`config.mk`:
```
export PLATFORM = sky130hd
export DESIGN_NAME = sw_match_latch
export DESIGN_NICKNAME = d
export VERILOG_FILES = /design/src/rtl/sw_match_latch.sv
export SDC_FILE = /design/constraint.sdc
export NUM_CORES = 1
export LEC_CHECK = 0
export BUFFER_PORTS_ARGS = -buffer_cell sky130_fd_sc_hd__buf_2
export CAP_MARGIN = 20
export CORE_UTILIZATION = 35
export CTS_CLUSTER_DIAMETER = 40
export DETAILED_ROUTE_END_ITERATION = 10
export PLACE_DENSITY = 0.51
export SYNTH_ARGS = -nofsm -noshare
export SYNTH_HDL_FRONTEND = slang
export SYNTH_SLANG_ARGS = --single-unit
```
`constraint.sdc`:
```
create_clock -name clk -period 3.8 [get_ports clk]
set_input_delay 0.19 -clock clk [delete_from_list [all_inputs] [get_ports clk]]
set_output_delay 0.19 -clock clk [all_outputs]
set_load 0.1 [all_outputs]
```
`src/rtl/sw_match_latch.sv`:
```
// rtl/sw_match_latch.sv - switch-code latch with debounced button, fail counter and timed lockout
// Optional macro SW_MATCH_BLINK_EN: LEDs follow lockout counter bit 3 while in LOCKOUT.
module sw_match_latch #(
  parameter int            N           = 5,
  parameter logic [N-1:0]  PATTERN     = {N{1'b1}},
  parameter int            DEB_CYCLES  = 16,
  parameter int            MAX_FAIL    = 3,
  parameter int            LOCK_CYCLES = 1024
) (
  input  logic                            clk,
  input  logic                            rst,
  input  logic [N-1:0]                    sw,
  input  logic                            btn,
  output logic [N-1:0]                    led,
  output logic                            locked,
  output logic [$clog2(MAX_FAIL+1)-1:0]   fail_cnt
);

  localparam int DW = $clog2(DEB_CYCLES);
  // Lockout counter is at least 4 bits so bit 3 exists for the blink pattern.
  localparam int LW = ($clog2(LOCK_CYCLES) < 4) ? 4 : $clog2(LOCK_CYCLES);
  localparam int FW = $clog2(MAX_FAIL + 1);

  localparam logic [DW-1:0] DEB_MAX  = DW'(DEB_CYCLES - 1);
  localparam logic [LW-1:0] LOCK_MAX = LW'(LOCK_CYCLES - 1);
  localparam logic [FW-1:0] FAIL_MAX = FW'(MAX_FAIL);

  typedef enum logic [1:0] {
    ST_IDLE    = 2'd0,
    ST_OPEN    = 2'd1,
    ST_LOCKOUT = 2'd2
  } state_t;

  logic [N-1:0]  sw_m_q, sw_s_q;
  logic          btn_m_q, btn_s_q;
  logic          btn_db_q, btn_db_d;
  logic          btn_db_prev_q;
  logic [DW-1:0] deb_cnt_q, deb_cnt_d;
  state_t        state_q, state_d;
  logic [FW-1:0] fail_q, fail_d;
  logic [LW-1:0] lock_cnt_q, lock_cnt_d;
  logic [N-1:0]  led_q, led_d;
  logic          locked_q, locked_d;
  logic          press;
  logic          match;

  always_ff @(posedge clk or posedge rst) begin
    if (rst) begin
      sw_m_q  <= '0;
      sw_s_q  <= '0;
      btn_m_q <= 1'b0;
      btn_s_q <= 1'b0;
    end else begin
      sw_m_q  <= sw;
      sw_s_q  <= sw_m_q;
      btn_m_q <= btn;
      btn_s_q <= btn_m_q;
    end
  end

  // A new level is accepted only after DEB_CYCLES consecutive differing samples.
  always_comb begin
    deb_cnt_d = '0;
    btn_db_d  = btn_db_q;
    if (btn_s_q != btn_db_q) begin
      if (deb_cnt_q == DEB_MAX) begin
        btn_db_d = btn_s_q;
      end else begin
        deb_cnt_d = deb_cnt_q + DW'(1);
      end
    end
  end

  always_ff @(posedge clk or posedge rst) begin
    if (rst) begin
      deb_cnt_q     <= '0;
      btn_db_q      <= 1'b0;
      btn_db_prev_q <= 1'b0;
    end else begin
      deb_cnt_q     <= deb_cnt_d;
      btn_db_q      <= btn_db_d;
      btn_db_prev_q <= btn_db_q;
    end
  end

  assign press = btn_db_q & ~btn_db_prev_q;
  assign match = (sw_s_q == PATTERN);

  always_comb begin
    state_d    = state_q;
    fail_d     = fail_q;
    lock_cnt_d = lock_cnt_q;
    case (state_q)
      ST_IDLE: begin
        if (press) begin
          if (match) begin
            state_d = ST_OPEN;
            fail_d  = '0;
          end else if (fail_q != FAIL_MAX) begin
            fail_d = fail_q + FW'(1);
            if (fail_d == FAIL_MAX) begin
              state_d    = ST_LOCKOUT;
              lock_cnt_d = '0;
            end
          end
        end
      end
      ST_OPEN: begin
        // Switch change and relock press together still make one exit.
        if (!match || press) begin
          state_d = ST_IDLE;
        end
      end
      ST_LOCKOUT: begin
        if (lock_cnt_q == LOCK_MAX) begin
          state_d = ST_IDLE;
          fail_d  = '0;
        end else begin
          lock_cnt_d = lock_cnt_q + LW'(1);
        end
      end
      default: begin
        state_d = ST_IDLE;
      end
    endcase
  end

  always_comb begin
    led_d    = '0;
    locked_d = (state_d == ST_LOCKOUT);
    if (state_d == ST_OPEN) begin
      led_d = '1;
    end
`ifdef SW_MATCH_BLINK_EN
    else if (state_d == ST_LOCKOUT) begin
      led_d = {N{lock_cnt_d[3]}};
    end
`endif
  end

  always_ff @(posedge clk or posedge rst) begin
    if (rst) begin
      state_q    <= ST_IDLE;
      fail_q     <= '0;
      lock_cnt_q <= '0;
      led_q      <= '0;
      locked_q   <= 1'b0;
    end else begin
      state_q    <= state_d;
      fail_q     <= fail_d;
      lock_cnt_q <= lock_cnt_d;
      led_q      <= led_d;
      locked_q   <= locked_d;
    end
  end

  assign led      = led_q;
  assign locked   = locked_q;
  assign fail_cnt = fail_q;

endmodule
```
=== Yosys cells after proc, flatten, opt, wreduce, memory -nomap -nowiden ===
Index checks and enable logic that the tools add are counted.
Widths: inputs -> output; s select.

* ROM bits: 0
* Memories: 0
* RAM bits: 0
* Word-level logic and storage cells: 62
* Input bits: 8
* Output and inout bits: 8
* Register bits after elaboration: 38
* Bits in latches: 0

* Multipliers: 0
* Bitwise operators: 2
* Multiplexer cells: 21
* Reductions and logical operators: 7
* $lt $le $gt $ge: 0
* Equal/unequal tests: 17
* Add/sub/neg operators: 3
* Divide/modulo/power cells: 0
* Shifts and indexed selects: 0

{| class="wikitable"
|+ Operators with widths
! operator !! number
|-
| $mux 10 || 5
|-
| $mux 2 || 10
|-
| $pmux 10 s2 || 1
|-
| $ne 2x2->1 const B || 7
|-
| $add 10x1->10 const B || 1
|-
| $eq 10x10->1 const B || 1
|-
| $mux 4 || 2
|-
| $eq 2x2->1 const B || 3
|-
| $pmux 2 s3 || 1
|-
| $reduce_and 6->1 || 1
|-
| $eq 5x5->1 const B || 1
|-
| $mux 5 || 1
|-
| $add 4x1->4 const B || 1
|-
| $eq 2x1->1 const B || 2
|-
| $eq 4x4->1 const B || 1
|-
| $pmux 2 s2 || 1
|-
| $reduce_and 4->1 || 1
|-
| $ne 3x3->1 const B || 1
|-
| $add 2x1->2 const B || 1
|-
| $logic_not 2->1 || 1
|-
| $reduce_and 2->1 || 1
|-
| $reduce_bool 2->1 || 1
|-
| $and 1x1->1 || 1
|-
| $logic_not 1->1 || 1
|-
| other kinds (3) || 3
|}

=== Logic depth before layout (Yosys ltp) ===
Gate-level depths: netlist of run 1.

* Depth after elaboration: 9
* Gate-level depth with buffers: 6
* Gate-level depth less buffers: 5

=== Worst setup path before layout of run 1 ===
OpenSTA, ideal clock, no wires.

* Kind: reg2reg
* From: reg fail_q[0], in the netlist fail_cnt[0]
* To: reg lock_cnt_q[2]
* Data required time: 3.676 ns
* Buffers on the path: 0
* Data arrival time: 1.866 ns
* Setup time: 0.124 ns
* Setup slack: 1.810 ns
* Clock period less this slack: 1.990 ns
* Cell stages (with the launch flop): 6
* Cell sequence: dfrtp_1 -> ha_1 -> nor2_1 -> o21ai_1 -> a2bb2oi_4 -> a211o_2

* Longest elaborated chain between the ends: 4
* Elaborated cells between the ends (all ways): 6
* Those cells by class: add/sub (1); eq/ne (4); reduce/logical (1)

{| class="wikitable"
|+ RTL lines
! item !! RTL line !! RTL
|-
| start: declaration || 40 || <nowiki>logic [FW-1:0] fail_q, fail_d;</nowiki>
|-
| start signal: assignment || 150 || <nowiki>fail_q <= fail_d;</nowiki>
|-
| $add 2x1->2 || 100 || <nowiki>fail_d = fail_q + FW'(1);</nowiki>
|-
| $eq 2x2->1 || 101 || <nowiki>if (fail_d == FAIL_MAX) begin</nowiki>
|-
| $ne 2x2->1 (no source line) || -- ||
|-
| $reduce_and 6->1 (no source line) (*) || -- ||
|-
| end signal: assignment || 151 || <nowiki>lock_cnt_q <= lock_cnt_d;</nowiki>
|-
| end: declaration || 41 || <nowiki>logic [LW-1:0] lock_cnt_q, lock_cnt_d;</nowiki>
|}

Every way passes the cells marked *; elsewhere a longest branch is shown, timed or not.
A chain may end at the register's enable or synchronous reset.

=== Worst setup path in the final report of run 1 ===
* From: reg lock_cnt_q[1]
* To: reg fail_q[0], in the netlist fail_cnt[0]

* Longest elaborated chain between the ends: 3

{| class="wikitable"
|+ RTL lines
! item !! RTL line !! RTL
|-
| $eq 10x10->1 || 115 || <nowiki>if (lock_cnt_q == LOCK_MAX) begin</nowiki>
|-
| $ne 2x2->1 (no source line) || -- ||
|-
| $reduce_and 4->1 (no source line) || -- ||
|}

No other way between the ends.

==> results of run 1 <==
## sequential cells by signal, summed over array words and instances (netlist names)
signal and cells:
lock_cnt_q 10, btn_db_q 1, btn_s_q 1, led 1
deb_cnt_q 4, state_q 2, sw_m_q 5, sw_s_q 5
btn_m_q 1, fail_cnt 2, locked 1, btn_db_prev_q 1
## path summary, 6_finish.rpt
kind / start / to / depth (start not counted)
max in group asynchronous: rst / fail_cnt[1]$_DFFE_PP0P_ / 4
setup reg to reg: lock_cnt_q[1]$_DFFE_PP0P_ / fail_cnt[0]$_DFFE_PP0P_ / 5
hold reg to reg: sw_m_q[0]$_DFF_PP0_ / sw_s_q[0]$_DFF_PP0_ / 0
min in group asynchronous: rst / sw_m_q[2]$_DFF_PP0_ / 4
setup / recovery: lock_cnt_q[1]$_DFFE_PP0P_ / fail_cnt[0]$_DFFE_PP0P_ / 5
hold / removal: sw[1] / sw_m_q[1]$_DFF_PP0_ / 1
## area by class of cell
class                      count  area [um^2]  share of cell area (%)
tap                           50         62.6                    3.57
timing repair buffer          22          143                    8.14
sequential                    34          851                    48.5
multi-input combinational     78          572                    32.6
clock inverter                 2         12.5                   0.714
inverter                       8         30.0                    1.71
clock buffer                   6         82.6                    4.71
## stage by stage
| stage | hold slack (ps) | util [%] | cell area, um^2 | setup slack (ps) | power, W |
|---|---|---|---|---|---|
| global placement | 298 | 39.4 | 1600 | 2150 | 0.000404 |
| floorplan | 221 | - | 1510 | 1810 | 0.000396 |
| detailed placement | 299 | 39.4 | 1600 | 2110 | 0.000406 |
| CTS | 0.748 | 43.0 | 1740 | 2100 | 0.000695 |
| global route | 2.90 | 43.2 | 1750 | 2030 | 0.000718 |
| finish | 11.7 | 43.2 | 1750 | 2110 | 0.000684 |
## kinds of logic after synthesis
logic type	Yosys count	share of synthesized area (%)
multiplexers	2	1.50
XOR/XNOR	6	3.49
flip-flops	34	56.5
AND/OR/NAND/NOR	40	16.0
AO/OA/AOI/OAI	26	13.6
buffers and inverters	15	5.49
adder cells (fa/ha/maj)	4	3.33
## where the power goes
part,switching [W],internal [W],leakage [nW]
clock,0.000136,0.000146,0.0472
combinational,0.0000149,0.0000117,0.359
sequential,0.00000501,0.000371,0.445
total,0.000155,0.000528,0.851
## cell usage after synthesis
library cell / number / share of area (%)
o22a_1: 1 / 0.58
and4_1: 2 / 1.2
nor3b_2: 1 / 0.83
nand2b_1: 1 / 0.42
nor2_1: 6 / 1.5
nor3_1: 2 / 0.67
nand4_1: 1 / 0.42
and3_2: 1 / 0.50
a211oi_1: 1 / 0.50
a2bb2oi_4: 1 / 1.7
dfrtp_1: 34 / 57
xor2_1: 1 / 0.58
a221o_1: 1 / 0.67
buf_4: 5 / 2.5
nand3_4: 1 / 1.2
nor3b_1: 3 / 1.5
a31oi_1: 1 / 0.42
inv_1: 8 / 2.0
nand4b_1: 1 / 0.58
clkbuf_1: 1 / 0.25
xnor2_1: 5 / 2.9
nor4_1: 4 / 1.7
nand3_1: 5 / 1.7
o31ai_1: 1 / 0.50
ha_1: 4 / 3.3
o22ai_1: 2 / 0.83
a211o_1: 4 / 2.3
mux2_2: 2 / 1.5
buf_6: 1 / 0.75
or2_1: 1 / 0.42
a21oi_1: 4 / 1.3
a221oi_1: 1 / 0.58
and3_1: 2 / 0.83
a211o_2: 1 / 0.67
nor2b_1: 3 / 1.2
o21ai_1: 1 / 0.33
o311a_1: 1 / 0.67
nand2_1: 6 / 1.5
o21ai_0: 4 / 1.3
a22o_1: 2 / 1.2
## metal layers
metal	vias up	track usage, %
met2	19	21.9
met5	-	0
met1	490	18.7
met4	0	8.78
met3	6	5.57
li1	496	-
## timing repair
item	in CTS	in global routing
hold buffers	5	1
endpoints found under the hold margin	15	1
gates resized for setup	0	0
==> results.yml, run 1 <==
placement:
  io_buffers: 15
  place_congestion: 0.767
  dp_hpwl_um: 1790
  place_inst: 186
floorplan:
  initial_core_util_pct: 37.1
  fp.coreArea_um2: 4060
  die_h_um: 67.6
  die-area_um2: 4570
  die_w_um: 67.6
  rows: 23
  io_pins: 16
logic_synthesis:
  syn_area_per_cell_um2: 11.9
  syn_nets: 139
  synthDistinctLibCells: 40
  yosys_register_bits: 34
  ys_seq_area_share_pct: 56.5
  synthCells: 127
  synth_area_um2: 1510
  yosysWarningCount: 0
critical_path:
  cp_slowest_cell: "dfrtp_1"
  max_stage_delay_ps: 400
  crit_family: "compound AO/OA/AOI/OAI gates"
  worstPathArrival_ps: 1870
  worstSetupPathType: "reg -> reg"
  cp-start-kind: "flip-flop"
  cp_data_required_time_ps: 3980
  timing.critical_path.cells: "ha_1 > and4_1 > nand3_4 > a211o_1 > o22a_1"
  regToRegSetupSlack_ps: 2110
  path_buf_inv: 0
  cp_max_fo: 6
  end_kind: "flip-flop"
global_routing:
  grtUsageTotal_pct: 15.0
  grt_pass1_wl_um: 4740
  antenna_found_initial: 0
  grt_pass1_vias: 1004
  grt_max_degree: 35
  grt_overflow: 0
layout:
  drive_above_1_share_pct: 20.7
  final_common_cell: "dfrtp_1"
  layout.nets: 161
  final.fill_count: 386
  stdcell_count: 200
  layout_common_cells: "34 x dfrtp_1, 15 x buf_2, 8 x inv_1"
  synthToLayoutAreaGrowth_pct: 16.5
  diodes: 0
clock_tree:
  clockBufferDepth: 2
  numClockSinks: 34
  cts_tree: "done"
  clock_latency_ps: 290
  cts_made_buffers: 5
  clkTransAtPathRegs_ps: 70
  cts_max_level: 2
  post_cts_buffers: 0
  cts-root-buf: "clkbuf_8"
timing:
  slew_viol_final: 0
  hold_viol_final: 0
  period_minus_slack_ps: 1690
  slew_headroom_pct: 65.5
  rsz0062_at_grt: "false"
  finClkSkew_ps: 3.34
  worstMarginPinSlew_ps: 517
  setup_viol: 0
  period_share_pct: 44.4
  fmaxAchievable_ghz: 0.592
  tns_ps: 0
routing:
  met1_length_um: 1330
  top_layer_used: "met4"
  vias: 1011
  wl_per_cell_um: 13.4
  firstDrtPassIters: 4
  viasPerCell: 5.06
  dr_wl_met3_um: 101
  ant_nets: 0
  drtIter0Drc: 19
  drc_errors: 0
  wl_met2_um: 1190
  wirelength_um: 2680
run_status:
  status: "finished clean"
min_path:
  min_path_type: "in -> reg"
flow_run:
  cap_violations: 0
power_and_ir_drop:
  p_per_area_nw_per_um2: 390
  vdd_drop_max_mv: 0.257
  leakage_nw: 0.851
Power figures use the tool's default switching activity.
==> inputs of run 2 (changes only) <==
PLACE_DENSITY = 0.53   (was 0.51)
clock period = 1.5 ns   (was 3.8 ns; I/O delays follow)
==> run 2 against run 1 <==
Compared with the run above:
- critical path depth did not move
- worst hold slack improved by 320 ps
- sequential power rose to 2.5 times the previous value
- via count rose by 7.0%
- sequential share of layout area fell by 5.1 points
- design area rose by 13%
- worst setup slack got worse by 2100 ps
- sequential cell count did not move
- clock skew rose by 6.6 ps
- clock-buffer cell count fell by 1
- critical path type unchanged
- largest cell class unchanged
==> results.yml, run 2 (synthesized netlist as in run 1, its figures left out) <==
floorplan:
  initial_core_util_pct: 37.1
  die-area_um2: 4570
  rows: 23
  io_pins: 16
  fp.coreArea_um2: 4060
  die_h_um: 67.6
  die_w_um: 67.6
placement:
  place_congestion: 0.776
  dp_hpwl_um: 2010
  io_buffers: 15
critical_path:
  max_stage_delay_ps: 520
  worstPathArrival_ps: 1720
  end_kind: "flip-flop"
  cp-start-kind: "flip-flop"
  rr_startpoint: "fail_cnt[1]$_DFFE_PP0P_"
  cp_slowest_cell: "dfrtp_4"
  timing.critical_path.cells: "ha_4 > nor2_4 > o21ai_4 > nor3b_1 > a221o_1"
  cp_max_fo: 5
  worstSetupPathType: "reg -> reg"
  crit_start: "fail_cnt[1]$_DFFE_PP0P_"
  cp_data_required_time_ps: 1730
timing:
  worstMarginPinSlew_ps: 488
  period_share_pct: 99.3
  hold_viol_final: 0
  tns_ps: 0
  setup_viol: 0
  slew_viol_final: 0
  slew_headroom_pct: 67.7
  period_minus_slack_ps: 1490
  rsz0062_at_grt: "true"
  fmaxAchievable_ghz: 0.671
  finClkSkew_ps: 9.91
clock_tree:
  cts_tree: "done"
  clkTransAtPathRegs_ps: 80
  clockBufferDepth: 2
  clock_latency_ps: 300
  cts-root-buf: "clkbuf_8"
  numClockSinks: 34
  cts_max_level: 2
  cts_made_buffers: 5
routing:
  wl_met2_um: 1360
  viasPerCell: 5.08
  vias: 1082
  wirelength_um: 3030
  drtIter0Drc: 51
  ant_nets: 0
  top_layer_used: "met4"
  wl_per_cell_um: 14.2
  firstDrtPassIters: 4
  dr_wl_met3_um: 137
  met1_length_um: 1470
  drc_errors: 0
power_and_ir_drop:
  finalPower_w: 0.00205
  leakage_nw: 0.950
  vdd_drop_max_mv: 0.614
  p_per_area_nw_per_um2: 1040
layout:
  postLayoutCoreUtil_pct: 48.8
  seqCellArea_um2: 860
  final.fill_count: 363
  synthToLayoutAreaGrowth_pct: 31.5
  layout_common_cells: "31 x dfrtp_1, 15 x buf_2, 12 x buf_4"
  diodes: 0
  drive_above_1_share_pct: 35.0
  top_register: "lock_cnt_q"
  multi_input_area_um2: 654
  largest_register_ffs: 10
  final_common_cell: "dfrtp_1"
  reg_top3: "lock_cnt_q x10, sw_m_q x5, sw_s_q x5"
  layout.nets: 174
global_routing:
  grt_overflow: 0
  grtUsageTotal_pct: 16.0
  grt_pass1_wl_um: 5230
  antenna_found_initial: 0
  grt_pass1_vias: 1141
  grt_max_degree: 21
min_path:
  min_path_type: "in -> async"
flow_run:
  cap_violations: 0
run_status:
  status: "finished clean"
-- run 2: through the flow --
stage / hold WS, ps / cell area [um^2] / instances / worst slack, ps
2_1_floorplan: 106 / 1540 / 127 / -83.2
3_3_place_gp: 109 / 1710 / 196 / 20.9
3_5_place_dp: 105 / 1710 / 196 / 8.34
4_1_cts: 341 / 1950 / 213 / 2.21
5_1_grt: 367 / 1980 / 213 / -51.9
6_report: 336 / 1980 / 213 / 9.97
-- run 2: repair_timing --
action,CTS,global route
endpoints found under the hold margin,40,0
setup endpoints to repair,4,10
pin swaps,0,3
cloned,1,0
gates resized for setup,3,9
hold buffers,7,0
setup buffers,1,0
-- run 2: worst paths after layout --
check,depth (start not counted),slack [ps],endpoint
hold / removal,4,340,fail_cnt[0]$_DFFE_PP0P_
setup reg to reg,5,10,fail_cnt[1]$_DFFE_PP0P_
max in group asynchronous,4,900,fail_cnt[1]$_DFFE_PP0P_
setup / recovery,5,10,fail_cnt[1]$_DFFE_PP0P_
min in group clk,0,350,sw_s_q[3]$_DFF_PP0_
hold reg to reg,0,350,sw_s_q[3]$_DFF_PP0_
-- run 2: area by class of cell --
cell class | instances | share of cell area (%)
Sequential cell | 34 | 43.4
Multi-Input combinational cell | 79 | 33.1
Timing Repair Buffer | 34 | 11.9
Clock buffer | 5 | 3.48
Clock inverter | 3 | 3.48
Tap cell | 50 | 3.16
Inverter | 8 | 1.52
-- run 2: worst max-delay path: cells and delay by family (launching register included) --
family,cells,cell delay (ps)
compound gates,2,300
fa+ha+maj,1,180
flops,1,520
simple gates,2,430
-- run 2: per-layer routing --
| layer | up-vias | GRT usage [%] |
|---|---|---|
| met4 | 0 | 7.98 |
| met3 | 5 | 5.07 |
| met5 | - | 0 |
| met1 | 525 | 20.3 |
| li1 | 526 | - |
| met2 | 26 | 24.1 |
-- run 2: power by group --
part	switching (W)	leakage [nW]	internal, W
clock network	0.000355	0.0683	0.000666
registers	0.0000126	0.439	0.000940
logic	0.0000419	0.442	0.0000345
total	0.000410	0.950	0.00164
